`src/rtl/adc0809_ctrl.sv`:
```
`default_nettype none
// ============================================================================
// Module   : adc0809_ctrl
// Brief    : ADC0809 conversion sequencer. Free-running ADC clock divider,
//            2-flop EOC synchronizer, and a sequencing FSM covering address
//            setup, ALE/START pulse, EOC handshake with timeout, and
//            OE-gated data capture.
// Revision : 1.0 - initial release
// ============================================================================
module adc0809_ctrl #(
  parameter int CLK_DIV     = 25,
  parameter int SETUP_CYC   = 2,
  parameter int PULSE_CYC   = 5,
  parameter int OE_CYC      = 3,
  parameter int TIMEOUT_CYC = 10000
) (
  input  logic       CLK,
  input  logic       RSTn,
  input  logic       Start_Req,
  input  logic [2:0] Chan,
  input  logic       AD_EOC,
  input  logic [7:0] AD_Data,
  output logic       AD_CLK,
  output logic [2:0] AD_ADDR,
  output logic       AD_ALE,
  output logic       AD_START,
  output logic       AD_OE,
  output logic [7:0] Sample_Data,
  output logic       Sample_Valid,
  output logic       Busy,
  output logic       Timeout
);

  // Counter widths sized from the parameters so no phase can wrap early.
  localparam int DIV_W  = $clog2(CLK_DIV + 1);
  localparam int PH_MAX = (SETUP_CYC > PULSE_CYC)
                          ? ((SETUP_CYC > OE_CYC) ? SETUP_CYC : OE_CYC)
                          : ((PULSE_CYC > OE_CYC) ? PULSE_CYC : OE_CYC);
  localparam int PH_W   = $clog2(PH_MAX + 1);
  localparam int TO_W   = $clog2(TIMEOUT_CYC + 1);

  typedef enum logic [2:0] {
    ST_IDLE    = 3'd0,
    ST_SETUP   = 3'd1,
    ST_PULSE   = 3'd2,
    ST_WAIT_LO = 3'd3,
    ST_WAIT_HI = 3'd4,
    ST_READ    = 3'd5,
    ST_DONE    = 3'd6
  } state_t;

  state_t            state_q;
  logic [DIV_W-1:0]  div_q;
  logic              ad_clk_q;
  logic              eoc_meta_q;
  logic              eoc_sync_q;
  logic [PH_W-1:0]   ph_q;
  logic [TO_W-1:0]   tmo_q;
  logic [2:0]        addr_q;
  logic              ale_q;
  logic              start_q;
  logic              oe_q;
  logic [7:0]        data_q;
  logic              valid_q;
  logic              timeout_q;

  // ADC clock: toggles every CLK_DIV cycles regardless of FSM activity.
  always_ff @(posedge CLK or negedge RSTn) begin
    if (!RSTn) begin
      div_q    <= '0;
      ad_clk_q <= 1'b0;
    end else if (div_q == DIV_W'(CLK_DIV - 1)) begin
      div_q    <= '0;
      ad_clk_q <= ~ad_clk_q;
    end else begin
      div_q    <= div_q + DIV_W'(1);
    end
  end

  // Two-flop synchronizer for the asynchronous EOC line; idles high.
  always_ff @(posedge CLK or negedge RSTn) begin
    if (!RSTn) begin
      eoc_meta_q <= 1'b1;
      eoc_sync_q <= 1'b1;
    end else begin
      eoc_meta_q <= AD_EOC;
      eoc_sync_q <= eoc_meta_q;
    end
  end

  // Conversion sequencer with registered strobes and result capture.
  always_ff @(posedge CLK or negedge RSTn) begin
    if (!RSTn) begin
      state_q   <= ST_IDLE;
      ph_q      <= '0;
      tmo_q     <= '0;
      addr_q    <= 3'd0;
      ale_q     <= 1'b0;
      start_q   <= 1'b0;
      oe_q      <= 1'b0;
      data_q    <= 8'h00;
      valid_q   <= 1'b0;
      timeout_q <= 1'b0;
    end else begin
      valid_q   <= 1'b0;
      timeout_q <= 1'b0;
      case (state_q)
        ST_IDLE: begin
          if (Start_Req) begin
            addr_q  <= Chan;
            ph_q    <= '0;
            state_q <= ST_SETUP;
          end
        end
        ST_SETUP: begin
          if (ph_q == PH_W'(SETUP_CYC - 1)) begin
            ph_q    <= '0;
            ale_q   <= 1'b1;
            start_q <= 1'b1;
            state_q <= ST_PULSE;
          end else begin
            ph_q    <= ph_q + PH_W'(1);
          end
        end
        ST_PULSE: begin
          if (ph_q == PH_W'(PULSE_CYC - 1)) begin
            ph_q    <= '0;
            ale_q   <= 1'b0;
            start_q <= 1'b0;
            tmo_q   <= '0;
            state_q <= ST_WAIT_LO;
          end else begin
            ph_q    <= ph_q + PH_W'(1);
          end
        end
        ST_WAIT_LO: begin
          // Timeout takes priority; the counter spans both wait states.
          if (tmo_q == TO_W'(TIMEOUT_CYC - 1)) begin
            timeout_q <= 1'b1;
            state_q   <= ST_IDLE;
          end else begin
            tmo_q <= tmo_q + TO_W'(1);
            if (!eoc_sync_q) begin
              state_q <= ST_WAIT_HI;
            end
          end
        end
        ST_WAIT_HI: begin
          if (tmo_q == TO_W'(TIMEOUT_CYC - 1)) begin
            timeout_q <= 1'b1;
            state_q   <= ST_IDLE;
          end else begin
            tmo_q <= tmo_q + TO_W'(1);
            if (eoc_sync_q) begin
              ph_q    <= '0;
              oe_q    <= 1'b1;
              state_q <= ST_READ;
            end
          end
        end
        ST_READ: begin
          // Data is taken at the end of the last OE cycle, when the bus has settled longest.
          if (ph_q == PH_W'(OE_CYC - 1)) begin
            ph_q    <= '0;
            oe_q    <= 1'b0;
            data_q  <= AD_Data;
            valid_q <= 1'b1;
            state_q <= ST_DONE;
          end else begin
            ph_q    <= ph_q + PH_W'(1);
          end
        end
        ST_DONE: begin
          state_q <= ST_IDLE;
        end
        default: begin
          ale_q   <= 1'b0;
          start_q <= 1'b0;
          oe_q    <= 1'b0;
          state_q <= ST_IDLE;
        end
      endcase
    end
  end

  assign AD_CLK       = ad_clk_q;
  assign AD_ADDR      = addr_q;
  assign AD_ALE       = ale_q;
  assign AD_START     = start_q;
  assign AD_OE        = oe_q;
  assign Sample_Data  = data_q;
  assign Sample_Valid = valid_q;
  assign Timeout      = timeout_q;
  assign Busy         = (state_q != ST_IDLE);

endmodule
`default_nettype wire

```
`config.mk`:
```
export PLATFORM = sky130hd
export DESIGN_NAME = adc0809_ctrl
export DESIGN_NICKNAME = d
export VERILOG_FILES = /design/src/rtl/adc0809_ctrl.sv
export SDC_FILE = /design/constraint.sdc
export NUM_CORES = 1
export LEC_CHECK = 0
export ABC_AREA = 1
export CELL_PAD_IN_SITES_DETAIL_PLACEMENT = 0
export CELL_PAD_IN_SITES_GLOBAL_PLACEMENT = 1
export CORE_MARGIN = 2
export CORE_UTILIZATION = 40
export CTS_CLUSTER_DIAMETER = 50
export DETAILED_ROUTE_END_ITERATION = 8
export PLACE_DENSITY_LB_ADDON = 0.1
export SYNTH_ARGS = -nofsm -noshare
export SYNTH_HDL_FRONTEND = slang
export SYNTH_SLANG_ARGS = --single-unit
```
`constraint.sdc`:
```
create_clock -name CLK -period 2.4 [get_ports CLK]
set_clock_uncertainty 0.05 [all_clocks]
set_input_delay 0.36 -clock CLK [delete_from_list [all_inputs] [get_ports CLK]]
set_output_delay 0.36 -clock CLK [all_outputs]
set_load 0.03 [all_outputs]
```
==> results of run 1 <==
## critical path: stages, from the launching register on
cell and delay, ns:
sky130_fd_sc_hd__dfrtp_1 0.57, sky130_fd_sc_hd__inv_2 0.14, sky130_fd_sc_hd__nand2_1 0.10, sky130_fd_sc_hd__clkdlybuf4s50_1 0.67
## state kept, by name (all words and copies together), names as in the netlist, 3 cells and up
name / cells
tmo_q: 14
div_q: 5
AD_ADDR: 3
Sample_Data: 8
ph_q: 3
state_q: 3
## cells in the mapped netlist, drive strengths merged
master  count
buf         6
nor3        4
nand3      28
nor2       29
a21oi       4
mux2       11
inv        25
nand3b      4
dfstp       2
xor2        4
xnor2       1
ha          7
a22oi       1
a31o        1
o21ai      16
nand2      85
o21bai      1
dfrtp      41
nand4       4
or2         4
## through the flow
step           total power [W]  hold WS [ns]  cell area [um^2]  worst slack [ns]
3_5_place_dp           0.00254         0.298              2780             0.518
6_report               0.00319       -0.0101              2910             0.215
5_1_grt                0.00344        0.0350              2910             0.146
3_3_place_gp           0.00254         0.297              2780             0.555
2_1_floorplan          0.00213        0.0144              2400             0.919
4_1_cts                0.00323        0.0142              2910             0.211
## logic make-up (layout without fill, tap and decap cells)
family / Yosys count / count (layout) / share of synthesized area, %
XOR/XNOR: 5 / 5 / 1.82
adder cells (fa/ha/maj): 7 / 7 / 3.64
AND/OR/NAND/NOR: 158 / 158 / 31.1
AO/OA/AOI/OAI: 23 / 23 / 7.03
multiplexers: 11 / 11 / 5.15
flip-flops: 43 / 43 / 44.9
buffers and inverters: 31 / 68 / 6.40
## per-layer routing
metal,part of all wire [%],GRT usage [%]
met2,43,25.2
met5,0,0
met3,5.3,4.07
met1,50,22.9
met4,1.5,5.42
## how the worst max path moves through the flow
stage | from | to | slack [ns] | depth (start not counted)
after floorplan | tmo_q[0] | tmo_q[10] | 0.92 | 7
after global placement | state_q[2] | Busy | 0.56 | 3
after detailed placement | state_q[2] | tmo_q[0] | 0.52 | 8
after CTS | state_q[2] | Busy | 0.21 | 3
after global routing | state_q[2] | Busy | 0.15 | 3
final | state_q[2] | Busy | 0.22 | 3
## report_power, final
| part | switching [W] | total (W) | leakage [nW] | internal (W) |
|---|---|---|---|---|
| Clock | 0.000257 | 0.000673 | 0.0654 | 0.000416 |
| Combinational | 0.000915 | 0.00147 | 0.810 | 0.000553 |
| Sequential | 0.000151 | 0.00105 | 0.553 | 0.000902 |
| Total | 0.00132 | 0.00319 | 1.43 | 0.00187 |
## final cells by class
class,instances,area [um^2],share of cell area [%]
well taps,75,93.8,3.22
clock inverters,2,60.1,2.06
repair buffers,35,338,11.6
clock buffers,6,72.6,2.49
multi-input cells,204,1170,40.2
inverters,25,96.3,3.31
flip-flops and latches,43,1080,37.1
==> parameters.txt, run 1 <==
Parameter                              Value

Outcome
  Result of the run    complete, but fails checks
  Violated checks    negative hold slack

CTS
  CTS Hold Bufs    0
  CTS H-Tree Depth    2
  Total setup buffers inserted after CTS    0
  Number of buffers created by CTS    5
  Clock Root Buffer    sky130_fd_sc_hd__clkbuf_8
  CTS tree    built
  Clock latency reported for the late side of the worst-skew pair    0.29 ns
  Maximum buffer depth of the clock tree    2
  Number of gates resized after CTS    0
  Clock sink total    43
  Clk slew on worst S/H paths    0.08 ns

Job
  Number of max-cap violations    0

Setup path
  Required @ worst endpoint    1.99 ns
  Critical setup path kind    flip-flop to output pin
  Logic depth of the worst register-to-register path    8
  Data arrival time of the worst path    1.77 ns
  R2r startpoint    state_q[2]
  Worst Path Max Fanout    8
  Worst-case register-to-register setup slack    0.49 ns
  Type of destination of the critical path    output pin
  Worst reg2reg path endpoint    tmo_q[0]
  Type of origin of the critical path    flip-flop

STA
  Max_slew headroom    59.6%
  Unrepaired setup endpoints after global routing    false
  Setup Total Neg Slack    0 ns
  Final-report setup violation count    0
  Worst slew pin tran    0.602 ns
  Worst hold-check slack    -0.0101 ns
  Total count of hold-check failures in the final report    13
  Period minus WS final    2.18 ns
  Maximum clock rate    458 MHz
  Share of the clock period used by the worst path    91.0%
  Final Max Tran Viols    0

Place
  Sum of net half-perimeters after detailed placement    3600 um
  Total instance count after detailed placement    382
  Placer Congestion    0.880
  IO Port Bufs    32

Floorplanning
  Initial core utilization    41.1%
  Number of ports placed on the die boundary    33
  Core Footprint    0.00585 mm^2
  Die Y-Extent    81.5 um
  Row count    28
  Die width    81.5 um
  Full die area    0.00664 mm^2

Logic synthesis
  Sequential cell area fraction in the yosys report    44.9%
  Cell area after synthesis    0.00240 mm^2
  Net Count, Synth    300
  Count of different cell masters after synthesis    33
  Count of synthesis-stage warnings from yosys    0
  Flop and latch count out of synthesis    43
  Post-synth top area cell    sky130_fd_sc_hd__dfrtp_1
  Top cell type's share of synthesized area    42.7%
  Number of standard cells after synthesis    278
  Post-synthesis average cell area    8.65 um^2
  Top cells by area in the synthesized netlist    sky130_fd_sc_hd__dfrtp_1, sky130_fd_sc_hd__nand2_1, sky130_fd_sc_hd__nand3_1, sky130_fd_sc_hd__mux2_1, sky130_fd_sc_hd__nor2_1

Drt
  Average wire length per cell after detail routing    12.4 um
  DRT Wirelength    4840 um
  DRT Pass-1 Iters    4
  Post-DR vias/cell    4.84
  Initial drt markers    105
  Number of vias in the routed layout    1,887
  Post-detailed-route count of antenna-violating nets    0
  Detailed-route DRC error count    0

Final layout
  Commonest non-fill, non-tap cells in the layout    sky130_fd_sc_hd__nand2_1, sky130_fd_sc_hd__dfrtp_1, sky130_fd_sc_hd__clkdlybuf4s50_1
  Layout-stage area growth over the synthesis result    21.1%
  Number of antenna repair diodes    0
  Fraction of final layout cells sized beyond drive strength 1    16.8%
  Most common library cell in the layout ignoring fill and taps    sky130_fd_sc_hd__nand2_1
  Final instance count without filler cells    390
  Layout fillers    563
  Final core utilization    49.7%
  Final #Nets    336

GRT
  First-pass GRT wire length    8430 um
  Overall track demand over capacity in global routing    16.5%
  Vias in the first global route    1,852
  Grt total ovfl    0
  Largest net degree at the start of global routing    24
  Number of antenna violations at the first check in global routing    0

Power and ir drop
  Pwr Density    1100 mW/mm^2
  Standby leakage power    1.43 nW
  Maximum VDD drop    0.539 mV

Min path
  Type of the tightest min-delay check    input port to async pin
(Power assumes the default switching activity.)
==> run 2: changes to the inputs <==
--- a/config.mk
+++ b/config.mk
@@ -6,10 +6,10 @@
 export NUM_CORES = 1
 export LEC_CHECK = 0
 export ABC_AREA = 1
-export CELL_PAD_IN_SITES_DETAIL_PLACEMENT = 0
-export CELL_PAD_IN_SITES_GLOBAL_PLACEMENT = 1
+export CELL_PAD_IN_SITES_DETAIL_PLACEMENT = 2
+export CELL_PAD_IN_SITES_GLOBAL_PLACEMENT = 2
 export CORE_MARGIN = 2
-export CORE_UTILIZATION = 40
+export CORE_UTILIZATION = 35
 export CTS_CLUSTER_DIAMETER = 50
 export DETAILED_ROUTE_END_ITERATION = 8
 export PLACE_DENSITY_LB_ADDON = 0.1
==> run 2 against run 1 <==
Effect of this change:
- the flow now finishes without violations
- clock-buffer cell count did not move
- routed wire length rose by 28%
- cell count rose by 1.3%
- core utilization fell by 6.1 points
- largest cell class unchanged
- sequential power barely moved
- first-iteration DRC count fell by 17%
- critical path depth did not move
- sequential cell count did not move
- critical path type unchanged
==> parameters.txt, run 2 (same netlist as run 1, synthesis figures left out) <==
Parameter                              Value

Outcome
  Result of the run    complete, no violations

STA
  Total count of hold-check failures in the final report    0
  Final setup margin    0.166 ns
  Worst slew pin tran    0.646 ns
  Worst hold-check slack    0.0800 ns
  Final-report setup violation count    0
  Period minus WS final    2.23 ns
  Share of the clock period used by the worst path    93.1%
  Setup Total Neg Slack    0 ns
  Maximum clock rate    448 MHz
  Max_slew headroom    56.6%
  Unrepaired setup endpoints after global routing    false
  Final Max Tran Viols    0

Job
  Number of max-cap violations    0

Final layout
  Commonest non-fill, non-tap cells in the layout    sky130_fd_sc_hd__nand2_1, sky130_fd_sc_hd__dfrtp_1, sky130_fd_sc_hd__clkdlybuf4s50_1
  Most common library cell in the layout ignoring fill and taps    sky130_fd_sc_hd__nand2_1
  Final #Nets    336
  Fraction of final layout cells sized beyond drive strength 1    16.8%
  Number of antenna repair diodes    0
  Reg with most FFs    tmo_q
  Layout-stage area growth over the synthesis result    21.9%
  Number of flip-flops under the largest register name    14
  Final core utilization    43.6%

CTS
  Clk slew on worst S/H paths    0.09 ns
  Clock Root Buffer    sky130_fd_sc_hd__clkbuf_8
  Total setup buffers inserted after CTS    0
  CTS tree    built
  Number of buffers created by CTS    5
  Number of gates resized after CTS    0
  Clock latency reported for the late side of the worst-skew pair    0.30 ns
  Maximum buffer depth of the clock tree    2
  CTS H-Tree Depth    2
  CTS Hold Bufs    0
  Clock sink total    43

Setup path
  Data arrival time of the worst path    1.82 ns
  Critical path, cell by cell    inv_2 -> nand2_1 -> clkdlybuf4s50_1
  Type of origin of the critical path    flip-flop
  Sum of buffers and inverters on the critical path    2
  Required @ worst endpoint    1.99 ns
  Kind of cell with the highest combined delay on the critical path    buffers and inverters
  Critical setup path kind    flip-flop to output pin
  Worst-path cell with the longest stage delay    sky130_fd_sc_hd__clkdlybuf4s50_1
  Type of destination of the critical path    output pin
  Max stage delay on crit path    0.67 ns
  Worst Path Max Fanout    8

Place
  IO Port Bufs    32
  Post-placement setup slack    0.507 ns
  Sum of net half-perimeters after detailed placement    4720 um
  Placer Congestion    0.722

Power and ir drop
  Combinational group share of total power    47.3%
  Pwr Density    1130 mW/mm^2
  Internal portion of total power    0.00191 W
  Maximum VDD drop    0.522 mV
  Total net switching power    0.00140 W
  Clock power share    20.7%
  Switching fraction of total power    42.4%
  Fraction of power consumed by sequential logic    32.0%
  Standby leakage power    1.43 nW

Min path
  Type of the tightest min-delay check    input port to async pin

GRT
  Overall track demand over capacity in global routing    18.3%
  Number of antenna violations at the first check in global routing    0
  Largest net degree at the start of global routing    44
  First-pass GRT wire length    10,700 um
  Grt total ovfl    0
  Vias in the first global route    2,159

Drt
  Average wire length per cell after detail routing    15.7 um
  Post-DR vias/cell    5.05
  Initial drt markers    87
  Number of vias in the routed layout    1,995
  Post-detailed-route count of antenna-violating nets    0
  DRT Wirelength    6200 um
  DRT Pass-1 Iters    4
  Detailed-route DRC error count    0

Floorplanning
  Full die area    0.00755 mm^2
  Number of ports placed on the die boundary    33
  Row count    30
  Core Footprint    0.00672 mm^2
  Die Y-Extent    86.9 um
  Initial core utilization    35.8%
  Die width    86.9 um
-- run 2: cell counts in the layout (fill, tap and decap cells not counted) --
Identical to the previous run, type by type.
-- run 2: per-layer routing --
layer	vias up	track usage, %	part of all wire (%)
li1	965	-	-
met1	990	23.4	46
met2	35	30.9	49
met3	5	3.89	3.6
met4	0	5.54	1.4
met5	-	0	0
-- run 2: layout make-up --
type | instances | area (um^2)
flip-flops and latches | 43 | 1080
clock inverters | 2 | 60.1
inverters | 25 | 96.3
fillers | 757 | 3790
well taps | 80 | 100
repair buffers | 35 | 350
clock buffers | 6 | 72.6
multi-input cells | 204 | 1170
-- run 2: final timing paths --
check,start,end,slack (ns),cells past startpoint
worst max-delay path,state_q[2],Busy,0.17,3
worst min-delay path,RSTn,Sample_Data[1],0.08,2
worst max register to register,tmo_q[0],tmo_q[10],0.55,8
worst min register to register,eoc_meta_q,eoc_sync_q,0.31,0
max in group asynchronous,RSTn,eoc_sync_q,1.84,2
min in group CLK,eoc_meta_q,eoc_sync_q,0.31,0
-- run 2: power by group through the flow --
stage,Combinational [W],Clock (W),Sequential [W]
2_1_floorplan,0.000893,0,0.00124
3_3_place_gp,0.00155,0,0.00106
3_5_place_dp,0.00159,0,0.00108
4_1_cts,0.00160,0.000720,0.00107
5_1_grt,0.00175,0.000733,0.00109
6_report,0.00157,0.000685,0.00106
-- run 2: per-stage QoR --
stage	instances	power [W]	cell area, um^2
after floorplan	278	0.00213	2400
after global placement	387	0.00261	2800
after detailed placement	387	0.00267	2800
after CTS	395	0.00339	2930
after global routing	395	0.00357	2930
final	395	0.00331	2930
-- run 2: worst register-to-register path, delay by kind of cell, from the launching register on --
kind                     cells  cell delay [ns]
AO/OA/AOI/OAI                2             0.39
adder cells (fa/ha/maj)      1             0.21
buffers and inverters        1             0.20
flip-flops                   1             0.42
AND/OR/NAND/NOR              4             0.51
==> run 3: changes to the inputs <==
--- a/config.mk
+++ b/config.mk
@@ -9,10 +9,12 @@
 export CELL_PAD_IN_SITES_DETAIL_PLACEMENT = 2
 export CELL_PAD_IN_SITES_GLOBAL_PLACEMENT = 2
 export CORE_MARGIN = 2
-export CORE_UTILIZATION = 35
+export CORE_UTILIZATION = 40
 export CTS_CLUSTER_DIAMETER = 50
 export DETAILED_ROUTE_END_ITERATION = 8
-export PLACE_DENSITY_LB_ADDON = 0.1
+export DONT_BUFFER_PORTS = 1
+export GPL_ROUTABILITY_DRIVEN = 0
+export PLACE_DENSITY_LB_ADDON = 0.3
 export SYNTH_ARGS = -nofsm -noshare
 export SYNTH_HDL_FRONTEND = slang
 export SYNTH_SLANG_ARGS = --single-unit
==> run 3 against run 2 <==
Effect of this change:
- power fell by 9.5%
- via count fell by 4.9%
- combinational power fell by 29%
- first-iteration DRC count down 23%
- global-route usage is 3.9 points higher
- worst hold slack improved by 0.057 ns
- largest power group is now sequential cells
- clock-buffer cell count unchanged
- core utilization grew 1.3 points
- largest cell class unchanged
- final area decreased by 10%
- register-to-register slack got worse by 0.04 ns
- critical path depth up 5
- non-clock buffer count shrank 30
==> parameters.txt, run 3 (same netlist as run 1, synthesis figures left out) <==
Parameter                              Value

STA
  Final setup margin    0.513 ns
  Unrepaired setup endpoints after global routing    false
  Share of the clock period used by the worst path    78.6%
  Worst slew pin tran    0.668 ns
  Final Max Tran Viols    0
  Total count of hold-check failures in the final report    0
  Maximum clock rate    530 MHz
  Setup Total Neg Slack    0 ns
  Final-report setup violation count    0
  Max_slew headroom    55.2%
  Period minus WS final    1.89 ns

GRT
  Vias in the first global route    2,148
  Largest net degree at the start of global routing    44
  First-pass GRT wire length    10,900 um
  Grt total ovfl    0
  Overall track demand over capacity in global routing    22.2%
  Number of antenna violations at the first check in global routing    0

Setup path
  Source of the critical timing path    tmo_q[0]
  Required @ worst endpoint    2.57 ns
  Type of destination of the critical path    flip-flop
  Worst Path Max Fanout    13
  Logic depth of the worst register-to-register path    8
  Type of origin of the critical path    flip-flop
  Max stage delay on crit path    0.41 ns
  Critical path, cell by cell    ha_1 -> nand3_1 -> nor2_2 -> nand2_2 -> o21ai_4 -> buf_12 -> nand2_1 -> o21ai_2
  R2r startpoint    tmo_q[0]
  Worst-path cell with the longest stage delay    sky130_fd_sc_hd__dfrtp_1
  Critical setup path kind    flip-flop to flip-flop
  Data arrival time of the worst path    2.06 ns

Power and ir drop
  Total power    0.00300 W
  Pwr Density    1140 mW/mm^2
  Standby leakage power    1.31 nW
  Maximum VDD drop    0.512 mV

Floorplanning
  Initial core utilization    41.1%
  Die Y-Extent    81.5 um
  Number of ports placed on the die boundary    33
  Row count    28
  Full die area    0.00664 mm^2
  Core Footprint    0.00585 mm^2
  Die width    81.5 um

Drt
  Detailed-route DRC error count    0
  DRT Pass-1 Iters    4
  Initial drt markers    67
  Average wire length per cell after detail routing    17.8 um
  Post-DR vias/cell    5.27
  Post-detailed-route count of antenna-violating nets    0
  Number of vias in the routed layout    1,897
  DRT Wirelength    6400 um

CTS
  Clock Root Buffer    sky130_fd_sc_hd__clkbuf_8
  Total setup buffers inserted after CTS    0
  Clock sink total    43
  CTS H-Tree Depth    2
  Clk slew on worst S/H paths    0.09 ns
  Clock latency reported for the late side of the worst-skew pair    0.30 ns
  Number of gates resized after CTS    0
  CTS Hold Bufs    3
  CTS tree    built
  Maximum buffer depth of the clock tree    2
  Number of buffers created by CTS    5

Place
  DP Area    0.00247 mm^2
  Sum of net half-perimeters after detailed placement    4620 um
  IO Port Bufs    0
  Post-placement setup slack    0.526 ns

Final layout
  Number of flip-flops under the largest register name    14
  Final #Nets    306
  Reg with most FFs    tmo_q
  Final standard cell area without fillers    0.00263 mm^2
  Most common library cell in the layout ignoring fill and taps    sky130_fd_sc_hd__nand2_1
  Layout fillers    676
  Number of antenna repair diodes    0
  Layout-stage area growth over the synthesis result    9.21%
  Fraction of final layout cells sized beyond drive strength 1    18.2%
  Commonest non-fill, non-tap cells in the layout    sky130_fd_sc_hd__nand2_1, sky130_fd_sc_hd__dfrtp_1, sky130_fd_sc_hd__nand3_1

Outcome
  Result of the run    complete, no violations

Min path
  Type of the tightest min-delay check    input port to flip-flop
  Number of instances on the worst hold path    1
  Hold_sp    AD_Data[2]

Job
  Number of max-cap violations    0
## run 3: metal layers
layer / share of wire, % / global-route usage (%) / vias to the layer above
met3: 2.9 / 3.52 / 8
met1: 42 / 26.3 / 947
met4: 1.3 / 5.59 / 0
met5: 0 / 0 / -
met2: 53 / 41.6 / 32
li1: - / - / 910
## run 3: cell type report
| cell class | count | area, um^2 | area share [%] |
|---|---|---|---|
| clock buffer | 6 | 72.6 | 2.76 |
| clock inverter | 2 | 37.5 | 1.43 |
| inverter | 25 | 96.3 | 3.67 |
| multi-input combinational | 204 | 1170 | 44.6 |
| sequential | 43 | 1080 | 41.1 |
| tap | 75 | 93.8 | 3.57 |
| timing repair buffer | 5 | 75.1 | 2.86 |
## run 3: path summary, 6_finish.rpt
kind	to	slack (ns)
worst max-delay path	tmo_q[0]	0.51
worst min-delay path	Sample_Data[2]	0.14
worst max register to register	tmo_q[0]	0.51
worst min register to register	eoc_sync_q	0.31
max in group asynchronous	eoc_meta_q	1.50
min in group asynchronous	ph_q[2]	0.53
## run 3: through the flow
step / cells / hold slack [ns] / util, %
floorplan: 278 / 0.0144 / -
global placement: 349 / 0.0151 / 42.2
detailed placement: 349 / 0.0153 / 42.2
CTS: 360 / 0.130 / 44.9
global route: 360 / 0.119 / 44.9
finish: 360 / 0.137 / 44.9
## run 3: critical path, delay by kind of cell (launching register included)
kind,cells,cell delay (ns)
DFF,1,0.41
AOI/OAI and AO/OA,2,0.41
and+or+nand+nor,4,0.55
adders and majority gates,1,0.20
buffers and inverters,1,0.20
## run 3: report_power, final
group	internal [W]	total [W]	switching, W
clock network	0.000311	0.000583	0.000272
registers	0.000899	0.00131	0.000412
logic	0.000385	0.00111	0.000721
total	0.00159	0.00300	0.00140
==> patch (settings of run 2) <==
The 7 states of `state_t` get a one-hot encoding in 7 bits.
--- a/src/rtl/adc0809_ctrl.sv
+++ b/src/rtl/adc0809_ctrl.sv
@@ -39,14 +39,14 @@
   localparam int PH_W   = $clog2(PH_MAX + 1);
   localparam int TO_W   = $clog2(TIMEOUT_CYC + 1);
 
-  typedef enum logic [2:0] {
-    ST_IDLE    = 3'd0,
-    ST_SETUP   = 3'd1,
-    ST_PULSE   = 3'd2,
-    ST_WAIT_LO = 3'd3,
-    ST_WAIT_HI = 3'd4,
-    ST_READ    = 3'd5,
-    ST_DONE    = 3'd6
+  typedef enum logic [6:0] {
+    ST_IDLE    = 7'b0000001,
+    ST_SETUP   = 7'b0000010,
+    ST_PULSE   = 7'b0000100,
+    ST_WAIT_LO = 7'b0001000,
+    ST_WAIT_HI = 7'b0010000,
+    ST_READ    = 7'b0100000,
+    ST_DONE    = 7'b1000000
   } state_t;
 
   state_t            state_q;
Formal check against the unedited RTL: same outputs for any inputs over 10 cycles, from zero or initial values and one cycle with RSTn low; not proved beyond that.
==> patch against run 2 <==
First-iteration DRC count is 28% lower; area after synthesis rose by 12%; synthesized cell count rose by 26%; global-route usage rose by 1.0 points; worst setup slack gained 0.082 ns; total power is 27% lower; design area is 10% higher; combinational power down 46%; largest cell class unchanged; critical path type unchanged; sequential cell count increased by 4; cell count rose by 24%; highest routed layer unchanged; routed wire length rose by 18%.
==> patch: results (changes against run 2) <==
| Metric | Value |
|---|---|
| Critical Path Slowest Stage Cell | `dfrtp_1` |
| Synth cell types | `32 (-3.0%)` |
| Met2 Track Usage GR | `32.5% (+1.7 points)` |
| Iter 0 DRT Violations | `63 (-28%)` |
| Pint | `1.52 mW (-20%)` |
| Setup Slack @ Placement | `0.330 ns (-0.177 ns)` |
| Synth area leaders | `dfrtp_1, nand2_1, inv_1` |
| Routed WL | `7340 microns (+18%)` |
| Syn nets | `373 (+24%)` |
| Root Driver | `clkbuf_8` |
| First-pass GRT wire length | `13100 microns (+23%)` |
| Sequential share of the synthesized area | `44.0% (-0.91 points)` |
| Peak supply drop | `380 uV (-27%)` |
| WL/cell | `15.0 microns (-4.4%)` |
| Adder-Cell Fraction of Synth Area | `3.26% (-0.38 points)` |
| Total track usage | `19.3% (+1.0 points)` |
| Met1 wire length | `3520 microns (+22%)` |
| Metal3 WL | `224 microns (-0.88%)` |
| Cell area after placement | `0.00311 sq mm (+11%)` |
| Power Total | `2.43 mW (-27%)` |
| Logic pwr share | `34.7% (-13 points)` |
| Clk pwr | `633 uW (-7.6%)` |
| Multiplexer share of the synthesized area | `1.26% (-3.9 points)` |
| Share of cells above drive strength 1 | `11.5% (-5.3 points)` |
| Worst r2r dst | `state_q[4]` |
| Reg-to-reg slack, setup | `0.57 ns (+0.02 ns)` |
| Post-layout minimum cycle time | `2.15 ns (-0.0823 ns)` |
| Average instance area after synthesis | `7.65 sq um (-12%)` |
| CP peak stage delay | `0.45 ns (-0.22 ns)` |
| FF+latch area | `0.00118 sq mm (+9.4%)` |
| Largest net degree at the start of global routing | `48 (+9.1%)` |
| Met1 usage | `25.6% (+2.1 points)` |
| Status | `finished clean` |
| Leakage | `1.64 nW (+14%)` |
| Vias in the first global route | `2647 (+23%)` |
| Crit path from | `state_q[5]` |
| Worst r2r src | `ph_q[0]` |
| Hold slack | `0.0978 ns (+0.0178 ns)` |
| Placed cells | `481 (+24%)` |
| Post-DP HPWL | `5720 microns (+21%)` |
| Commonest cells in the netlist | `nand2_1, dfrtp_1, inv_1` |
[patch: cell count changes in the layout (fill, tap and decap cells not counted), moves of 4 or more]
cell     change
nand2_1     +64
nor2_1      +13
o21ai_2      -9
nor2_2       +4
nand2_2      -6
mux2_1       -8
inv_1       +16
[patch: layout make-up]
cell class                      instances  area share, %
Timing Repair Buffer                   33           9.95
Tap cell                               99           3.83
Sequential cell                        47           36.5
Multi-Input combinational cell        260           40.8
Clock buffer                            6           2.56
Inverter                               42           5.15
Clock inverter                          2           1.20
[patch: kinds of logic (layout without fill, tap and decap cells)]
family                     Yosys count  count (layout)
muxes                                3               3
DFF                                 47              47
xor gates and xnor gates            11              11
adders and majority gates            7               7
buffers and inverters               44              83
and+or+nand+nor                    232             232
AOI/OAI and AO/OA                    7               7
[patch: repair_timing]
action	CTS	global route
resized for setup	1	0
hold buffers	0	0
setup endpoints to repair	1	0
buffers inserted	0	0
hold endpoints to repair	0	0
